**config.mk**
```make
export PLATFORM = sky130hd
export DESIGN_NAME = bp_me_nonsynth_lce_tr_driver
export DESIGN_NICKNAME = d
export VERILOG_FILES = /design/src/rtl/bp_me_nonsynth_lce_tr_driver.sv
export SDC_FILE = /design/constraint.sdc
export NUM_CORES = 1
export LEC_CHECK = 0
export BUFFER_PORTS_ARGS = -buffer_cell sky130_fd_sc_hd__buf_4
export CAP_MARGIN = 0
export CORE_AREA = 2 2 163 165
export CTS_CLUSTER_DIAMETER = 60
export DETAILED_ROUTE_END_ITERATION = 7
export DIE_AREA = 0 0 165 167
export PLACE_DENSITY = 0.69
export SYNTH_ARGS = -nofsm -noshare
export SYNTH_HDL_FRONTEND = slang
export SYNTH_SLANG_ARGS = --single-unit
```
**constraint.sdc**
```tcl
create_clock -name clk_i -period 1.9 [get_ports clk_i]
set_input_delay 0 -clock clk_i [delete_from_list [all_inputs] [get_ports clk_i]]
set_output_delay 0 -clock clk_i [all_outputs]
set_load 0.01 [all_outputs]
```
**src/rtl/bp_me_nonsynth_lce_tr_driver.sv**
```systemverilog
// bp_me_nonsynth_lce_tr_driver: replays trace entries as LCE commands and checks each LCE response
// Ports:
//   clk_i, reset_n_i                     clock, asynchronous active-low reset
//   trace_data_i/trace_v_i/trace_ready_o {last, tr packet, expected_data} input channel
//   tr_pkt_o/tr_pkt_v_o/tr_pkt_yumi_i    command to the LCE
//   tr_pkt_i/tr_pkt_v_i/tr_pkt_ready_o   response from the LCE
//   done_o, error_o, timeout_o, error_count_o  status
module bp_me_nonsynth_lce_tr_driver #(
    parameter int paddr_width_p = 40,
    parameter int dword_width_p = 64,
    parameter int timeout_p = 1024,
    parameter int err_cnt_width_p = 16,
    localparam int tr_width_lp = 5 + paddr_width_p + dword_width_p
) (
    input  logic                                 clk_i,
    input  logic                                 reset_n_i,
    input  logic [tr_width_lp+dword_width_p:0]   trace_data_i,
    input  logic                                 trace_v_i,
    output logic                                 trace_ready_o,
    output logic [tr_width_lp-1:0]               tr_pkt_o,
    output logic                                 tr_pkt_v_o,
    input  logic                                 tr_pkt_yumi_i,
    input  logic [tr_width_lp-1:0]               tr_pkt_i,
    input  logic                                 tr_pkt_v_i,
    output logic                                 tr_pkt_ready_o,
    output logic                                 done_o,
    output logic                                 error_o,
    output logic                                 timeout_o,
    output logic [err_cnt_width_p-1:0]           error_count_o
);
    localparam int cnt_width_lp = (timeout_p > 2) ? $clog2(timeout_p) : 1;
    localparam int d = dword_width_p;
    localparam int w = tr_width_lp;
    typedef enum logic [1:0] {READY, SEND, WAIT, DONE} state_e;
    state_e state, state_n;
    logic [w-1:0] pkt;
    logic [d-1:0] exp_data;
    logic last;
    logic armed;
    logic timeout;
    logic [cnt_width_lp-1:0] cnt;
    logic [err_cnt_width_p-1:0] err_cnt;
    logic accept, sent, resp, expire, mismatch;
    assign accept = (state == READY) && armed && trace_v_i;
    assign sent = (state == SEND) && tr_pkt_yumi_i;
    assign resp = (state == WAIT) && tr_pkt_v_i;
    // Counter reaches timeout_p-1 on this edge; a handshake in the same cycle wins.
    assign expire = ((state == SEND) || (state == WAIT)) && (cnt == cnt_width_lp'(timeout_p - 2)) && !(sent || resp);
    // cmd and uncached compared together; data only for loads (cmd msb clear).
    assign mismatch = (tr_pkt_i[w-1:w-5] != pkt[w-1:w-5])
                   || (tr_pkt_i[w-6:d] != pkt[w-6:d])
                   || (!pkt[w-1] && (tr_pkt_i[d-1:0] != exp_data));
    always_comb begin
        state_n = state;
        case (state)
            READY:   state_n = accept ? SEND : READY;
            SEND:    state_n = expire ? DONE : sent ? WAIT : SEND;
            WAIT:    state_n = expire ? DONE : resp ? (last ? DONE : READY) : WAIT;
            default: state_n = DONE;
        endcase
    end
    always_ff @(posedge clk_i or negedge reset_n_i) begin
        if (!reset_n_i) begin
            state <= READY;
            armed <= 1'b0;
            pkt <= '0;
            exp_data <= '0;
            last <= 1'b0;
            cnt <= '0;
            timeout <= 1'b0;
            err_cnt <= '0;
        end else begin
            state <= state_n;
            armed <= 1'b1;
            if (accept) begin
                {last, pkt, exp_data} <= trace_data_i;
                cnt <= '0;
            end else if ((state == SEND) || (state == WAIT)) begin
                cnt <= cnt + 1'b1;
            end
            if (expire)
                timeout <= 1'b1;
            if (resp && mismatch && !(&err_cnt))
                err_cnt <= err_cnt + 1'b1;
        end
    end
    // armed keeps trace_ready_o low while reset is held.
    assign trace_ready_o = (state == READY) && armed;
    assign tr_pkt_o = pkt;
    assign tr_pkt_v_o = (state == SEND);
    assign tr_pkt_ready_o = (state == WAIT);
    assign done_o = (state == DONE);
    assign timeout_o = timeout;
    assign error_count_o = err_cnt;
    assign error_o = (err_cnt != '0) || timeout;
endmodule
```
==> Word level (Yosys, flattened, before mapping) <==
Cells that the tools add are included.
{ "classes": {"addsub": 2, "eq_ne": 7, "n_mux": 9, "n_reduce_logical": 21} }
{ "op_table": {"columns": ["operator", "n"], "rows": [
  ["64-bit inequality test", 1],
  ["40-bit inequality test", 1],
  ["10-bit 2-to-1 mux", 2],
  ["16-bit by 1-bit adder with 16-bit output (second input constant)", 1],
  ["16-bit AND reduction", 1],
  ["16-bit nonzero test", 1],
  ["10-bit by 1-bit adder with 10-bit output (second input constant)", 1],
  ["10-bit equality test (second input constant)", 1],
  ["2-bit 2-to-1 mux", 5],
  ["1-bit logical AND", 9],
  ["2-bit case mux with 3 select lines", 1],
  ["1-bit logical OR", 5],
  ["5-bit inequality test", 1],
  ["2-bit equality test (second input constant)", 2],
  ["1-bit logical NOT", 3],
  ["2-bit by 1-bit equality test with 1-bit output (second input constant)", 1],
  ["2-bit logical NOT", 1],
  ["2-bit nonzero test", 1],
  ["1-bit 2-to-1 mux", 1]
]} }
{ "word_totals": {"regBits": 204, "input_bits": 288, "output_inout_bits": 131, "wordCells": 47} }

==> Depth between registers and ports, before layout <==
{ "logic_depth": {"ltp_word": 7, "ltp_mapped": 8} }

==> Worst setup path before layout <==
OpenSTA, ideal clock, no wires.
{ "synth_timing": {"kind": "flip-flop to flip-flop", "startpoint": "register state[0]", "endpoint": "register cnt[0]", "arrival_ns": 1.910, "setup_slack_ns": -0.142, "stages_incl_launch_ff": 9, "cell_sequence": "dfrtp_1 -> inv_1 -> ha_1 -> and3_1 -> clkbuf_1 -> clkbuf_1 -> clkbuf_1 -> clkbuf_1 -> nor2_1"} }
{ "synth_via": {"elab_chain_len": 4} }
{ "synth_rtl": {"columns": ["item", "line_no", "rtl"], "rows": [
  ["from (decl)", "35", "state_e state, state_n;"],
  ["from (signal assigned)", "73", "state <= state_n;"],
  ["2-bit logical NOT", "44", "assign accept = (state == READY) && armed && trace_v_i;"],
  ["1-bit logical AND (2 in series)", "44", null],
  ["10-bit 2-to-1 mux / 2-bit nonzero test (equally long branches)", null, null],
  ["to (signal assigned)", "79", "cnt <= cnt + 1'b1;"],
  ["to (decl)", "41", "logic [cnt_width_lp-1:0] cnt;"]
]} }
Parallel ways exist; a longest one is shown, timed or not.
A chain may end at the register's enable or synchronous reset.

==> Worst setup path after layout <==
{ "layout_timing": {"startpoint": "register pkt[82], in the netlist tr_pkt_o[82]", "endpoint": "register err_cnt[1], in the netlist error_count_o[1]"} }
{ "layout_via": {"elab_chain_len": 5} }
{ "layout_rtl": {"columns": ["item", "line_no", "rtl"], "rows": [
  ["from (decl)", "36", "logic [w-1:0] pkt;"],
  ["from (signal assigned)", "76", "{last, pkt, exp_data} <= trace_data_i;"],
  ["40-bit inequality test", "51", "|| (tr_pkt_i[w-6:d] != pkt[w-6:d])"],
  ["1-bit logical OR", "51", null],
  ["1-bit logical OR", "52", "|| (!pkt[w-1] && (tr_pkt_i[d-1:0] != exp_data));"],
  ["1-bit logical AND (2 in series)", "83", "if (resp && mismatch && !(&err_cnt))"],
  ["to (signal assigned)", "84", "err_cnt <= err_cnt + 1'b1;"],
  ["to (decl)", "42", "logic [err_cnt_width_p-1:0] err_cnt;"]
]} }
Every way passes these cells.

==> results.cfg <==
[status]
status = finished, violations left
violations = setup timing

[route]
vias = 7879
ant_nets = 0
wl_mm = 29.9
drt-initial-drc-count = 341
viasPerCell = 4.67
drt_pass1_iterations = 4
drc = 0
wl_per_cell_um = 17.7

[flow_run]
maxCapViolations = 0

[worst_setup_path]
endpoint_kind = flop
crit_path_max_incr_delay_ns = 0.38
crit_fanout = 2
start_kind = flop
crit_chain = xor2_1, nor4_2, nand4_1, nor4_2, buf_4, o211ai_1, nand2_2, mux2_4
crit_top_cell = nor4_2
critPathSlowestCell = dfrtp_1
path_class = flop to flop
required_ns = 2.30
cp_data_arrival_time_ns = 2.60

[cts]
cts_buffer_depth = 3
clk_pin_slew_ns = 0.06
numCtsBuffers = 26
cts_root_buf = clkbuf_16
htreeDepth = 1
cts_tree = done
clkLatencyLatePin_ns = 0.52
clkSinkCount = 204

[grt]
grt_util_all_layers_pct = 21.1
grt_pass1_vias = 8679
grt-ovfl-total = 0
grt_max_degree = 65
grt_pass1_wl_mm = 46.0
grt_antenna_before_repair = 2

[sta]
finalMaxSlewViolations = 0
layout_min_cycle_time_ns = 2.19
worst_slack_ns = -0.294
skew_ns = 0.0156
rsz0062_at_grt = yes
whs_ns = 0.0707
tns_ns = -4.27
setup_viol = 16
timing.fmax_mhz = 456
hold_viol_final = 0
fin_crit_sh_pct = 115

[place]
port-buffer-count = 418
gp_congestion = 0.837
place_hpwl_mm = 20.4
post-place-ws_ns = -0.389
dpl_cell_area_um2 = 13200

[yosys]
avgSynthCellArea_um2 = 13.7
synth_top_area_cell = dfrtp_1
synth_area_um2 = 9160
yosys_warnings = 0
syn_inst = 667
synthTopCellsByArea = dfrtp_1 56%, mux2_2 21%, xor2_1 8.6%
ys_ff_latch = 204
post-synth-top-area-fraction_pct = 55.8
seq_area_frac_synth_pct = 55.8
synth_nets = 963
synth_cell_types = 34

[die]
die_x_um = 165
core_um2 = 25800
start_util_pct = 35.5
fp.dieH_um = 167
num_rows = 59
fp.dieArea_um2 = 27600
boundaryPins = 419

[power_and_ir_drop]
power.share.switching_pct = 31.9
p_per_area_nw_per_um2 = 1340
power_frac_seq_pct = 36.4
p_int_w = 0.0146
switchingPower_w = 0.00683
p_leak_nw = 7.47
pwr-share-clk_pct = 22.5
share_comb_of_total_power_pct = 41.1
peakVddDrop_v = 0.00121

[worst_hold_path]
min_path_type = input pin to async pin

[finish]
area_growth_syn_to_layout_pct = 74.8
layout.nets = 1627
fin_area_um2 = 16000
drive_above_1_share_pct = 53.8
==> worst paths after layout <==
check / from / endpoint / slack, ns / cells after the start
worst max-delay path: tr_pkt_o[82] / error_count_o[1] / -0.29 / 8
worst min-delay path: reset_n_i / exp_data[29] / 0.07 / 3
worst max register to register: tr_pkt_o[82] / error_count_o[1] / -0.29 / 8
worst min register to register: tr_pkt_o[2] / tr_pkt_o[2] / 0.50 / 1
max in group asynchronous: reset_n_i / tr_pkt_o[20] / 1.48 / 3
min in group clk_i: trace_v_i / tr_pkt_o[70] / 0.09 / 4
==> metal layers <==
| metal | track usage (%) | routed length (um) |
|---|---|---|
| met5 | 0 | 0 |
| met4 | 8.39 | 1210 |
| met2 | 37.0 | 15300 |
| met1 | 25.1 | 11600 |
| met3 | 4.46 | 1790 |
==> power by group through the flow <==
stage | registers [W] | clock network, W | logic, W
6_report | 0.00780 | 0.00482 | 0.00881
3_3_place_gp | 0.00770 | 0 | 0.00815
3_5_place_dp | 0.00780 | 0 | 0.00827
5_1_grt | 0.00806 | 0.00512 | 0.00948
2_1_floorplan | 0.00823 | 0 | 0.00355
4_1_cts | 0.00775 | 0.00494 | 0.00873
==> repair_timing <==
item	CTS	global route
pin swaps	6	2
endpoints found under the hold margin	381	0
buffers inserted	3	0
hold buffers	178	0
endpoints found under the setup margin	113	81
resized for setup	8	9
==> cells by family (layout without fill, tap and decap cells) <==
logic type | count (synthesis) | in the layout | synth area share [%]
multiplexers | 176 | 176 | 21.7
XOR/XNOR | 131 | 131 | 12.5
AO/OA/AOI/OAI | 10 | 10 | 0.929
flip-flops | 204 | 204 | 55.8
buffers and inverters | 33 | 715 | 1.45
AND/OR/NAND/NOR | 104 | 104 | 6.52
other | 1 | 3 | 0.0410
adder cells (fa/ha/maj) | 8 | 8 | 1.09
==> stage by stage <==
| stage | cells | power [W] | utilization, % |
|---|---|---|---|
| after global routing | 1686 | 0.0227 | 62.1 |
| after global placement | 1458 | 0.0158 | 51.3 |
| final | 1686 | 0.0214 | 62.1 |
| after floorplan | 667 | 0.0118 | - |
| after CTS | 1685 | 0.0214 | 61.9 |
| after detailed placement | 1458 | 0.0161 | 51.3 |
==> cells in the mapped netlist <==
| library cell | number |
|---|---|
| a21oi_1 | 2 |
| xnor2_1 | 41 |
| nand2_1 | 15 |
| mux2i_1 | 1 |
| buf_2 | 1 |
| and2_1 | 2 |
| and3_1 | 9 |
| xor2_1 | 90 |
| nand3_1 | 11 |
| a21boi_0 | 1 |
| conb_1 | 1 |
| and4_1 | 1 |
| o21ai_0 | 2 |
| mux2_4 | 1 |
| a211oi_1 | 1 |
| a2111o_1 | 1 |
| nor4_1 | 27 |
| mux2_2 | 174 |
| dfrtp_1 | 204 |
| nor2_1 | 11 |
| clkbuf_1 | 24 |
| nand4b_1 | 1 |
| nor4b_1 | 1 |
| inv_1 | 7 |
| a31oi_4 | 1 |
| nor3b_4 | 1 |
| ha_1 | 8 |
| nand4_1 | 20 |
| o211ai_1 | 1 |
| a221o_1 | 1 |
| buf_6 | 1 |
| or3_1 | 2 |
| nand2b_1 | 2 |
| and3_4 | 1 |
==> cells in the final DEF, fill, tap and decap left out, types with 2 or more instances in the layout <==
cell / n
a21oi_1: 2
and2_1: 2
and3_1: 7
and3_4: 3
buf_12: 12
buf_4: 471
clkbuf_1: 3
clkbuf_16: 27
clkbuf_8: 6
clkinv_2: 6
clkinv_4: 2
dfrtp_1: 203
diode_2: 2
dlygate4sd3_1: 177
ha_1: 7
inv_1: 7
mux2_2: 174
nand2_1: 14
nand2b_1: 2
nand3_1: 11
nand4_1: 20
nor2_1: 11
nor4_1: 14
nor4_2: 13
o21ai_0: 2
or3_1: 2
xnor2_1: 40
xor2_1: 90
==> critical path: cells and delay by family, from the launching register on <==
family,cells,cell delay [ns]
AOI/OAI and AO/OA,1,0.10
xor gates and xnor gates,1,0.17
buffers and inverters,1,0.16
DFF,1,0.38
muxes,1,0.30
and+or+nand+nor,4,0.96
==> state kept, by name (all words and copies together) (netlist names) <==
register / flops
armed: 1
cnt: 10
error_count_o: 16
exp_data: 64
last: 1
state: 2
timeout_o: 1
tr_pkt_o: 109
==> final cells by class <==
class                           count  area, um^2
Fill cell                        1897        9760
Timing Repair Buffer              662        5570
Sequential cell                   204        5110
Multi-Input combinational cell    430        4030
Clock buffer                       35         756
Tap cell                          335         419
Clock inverter                     11        93.8
Inverter                            7        26.3
Antenna cell                        2        5.00
Power figures use the tool's default switching activity.
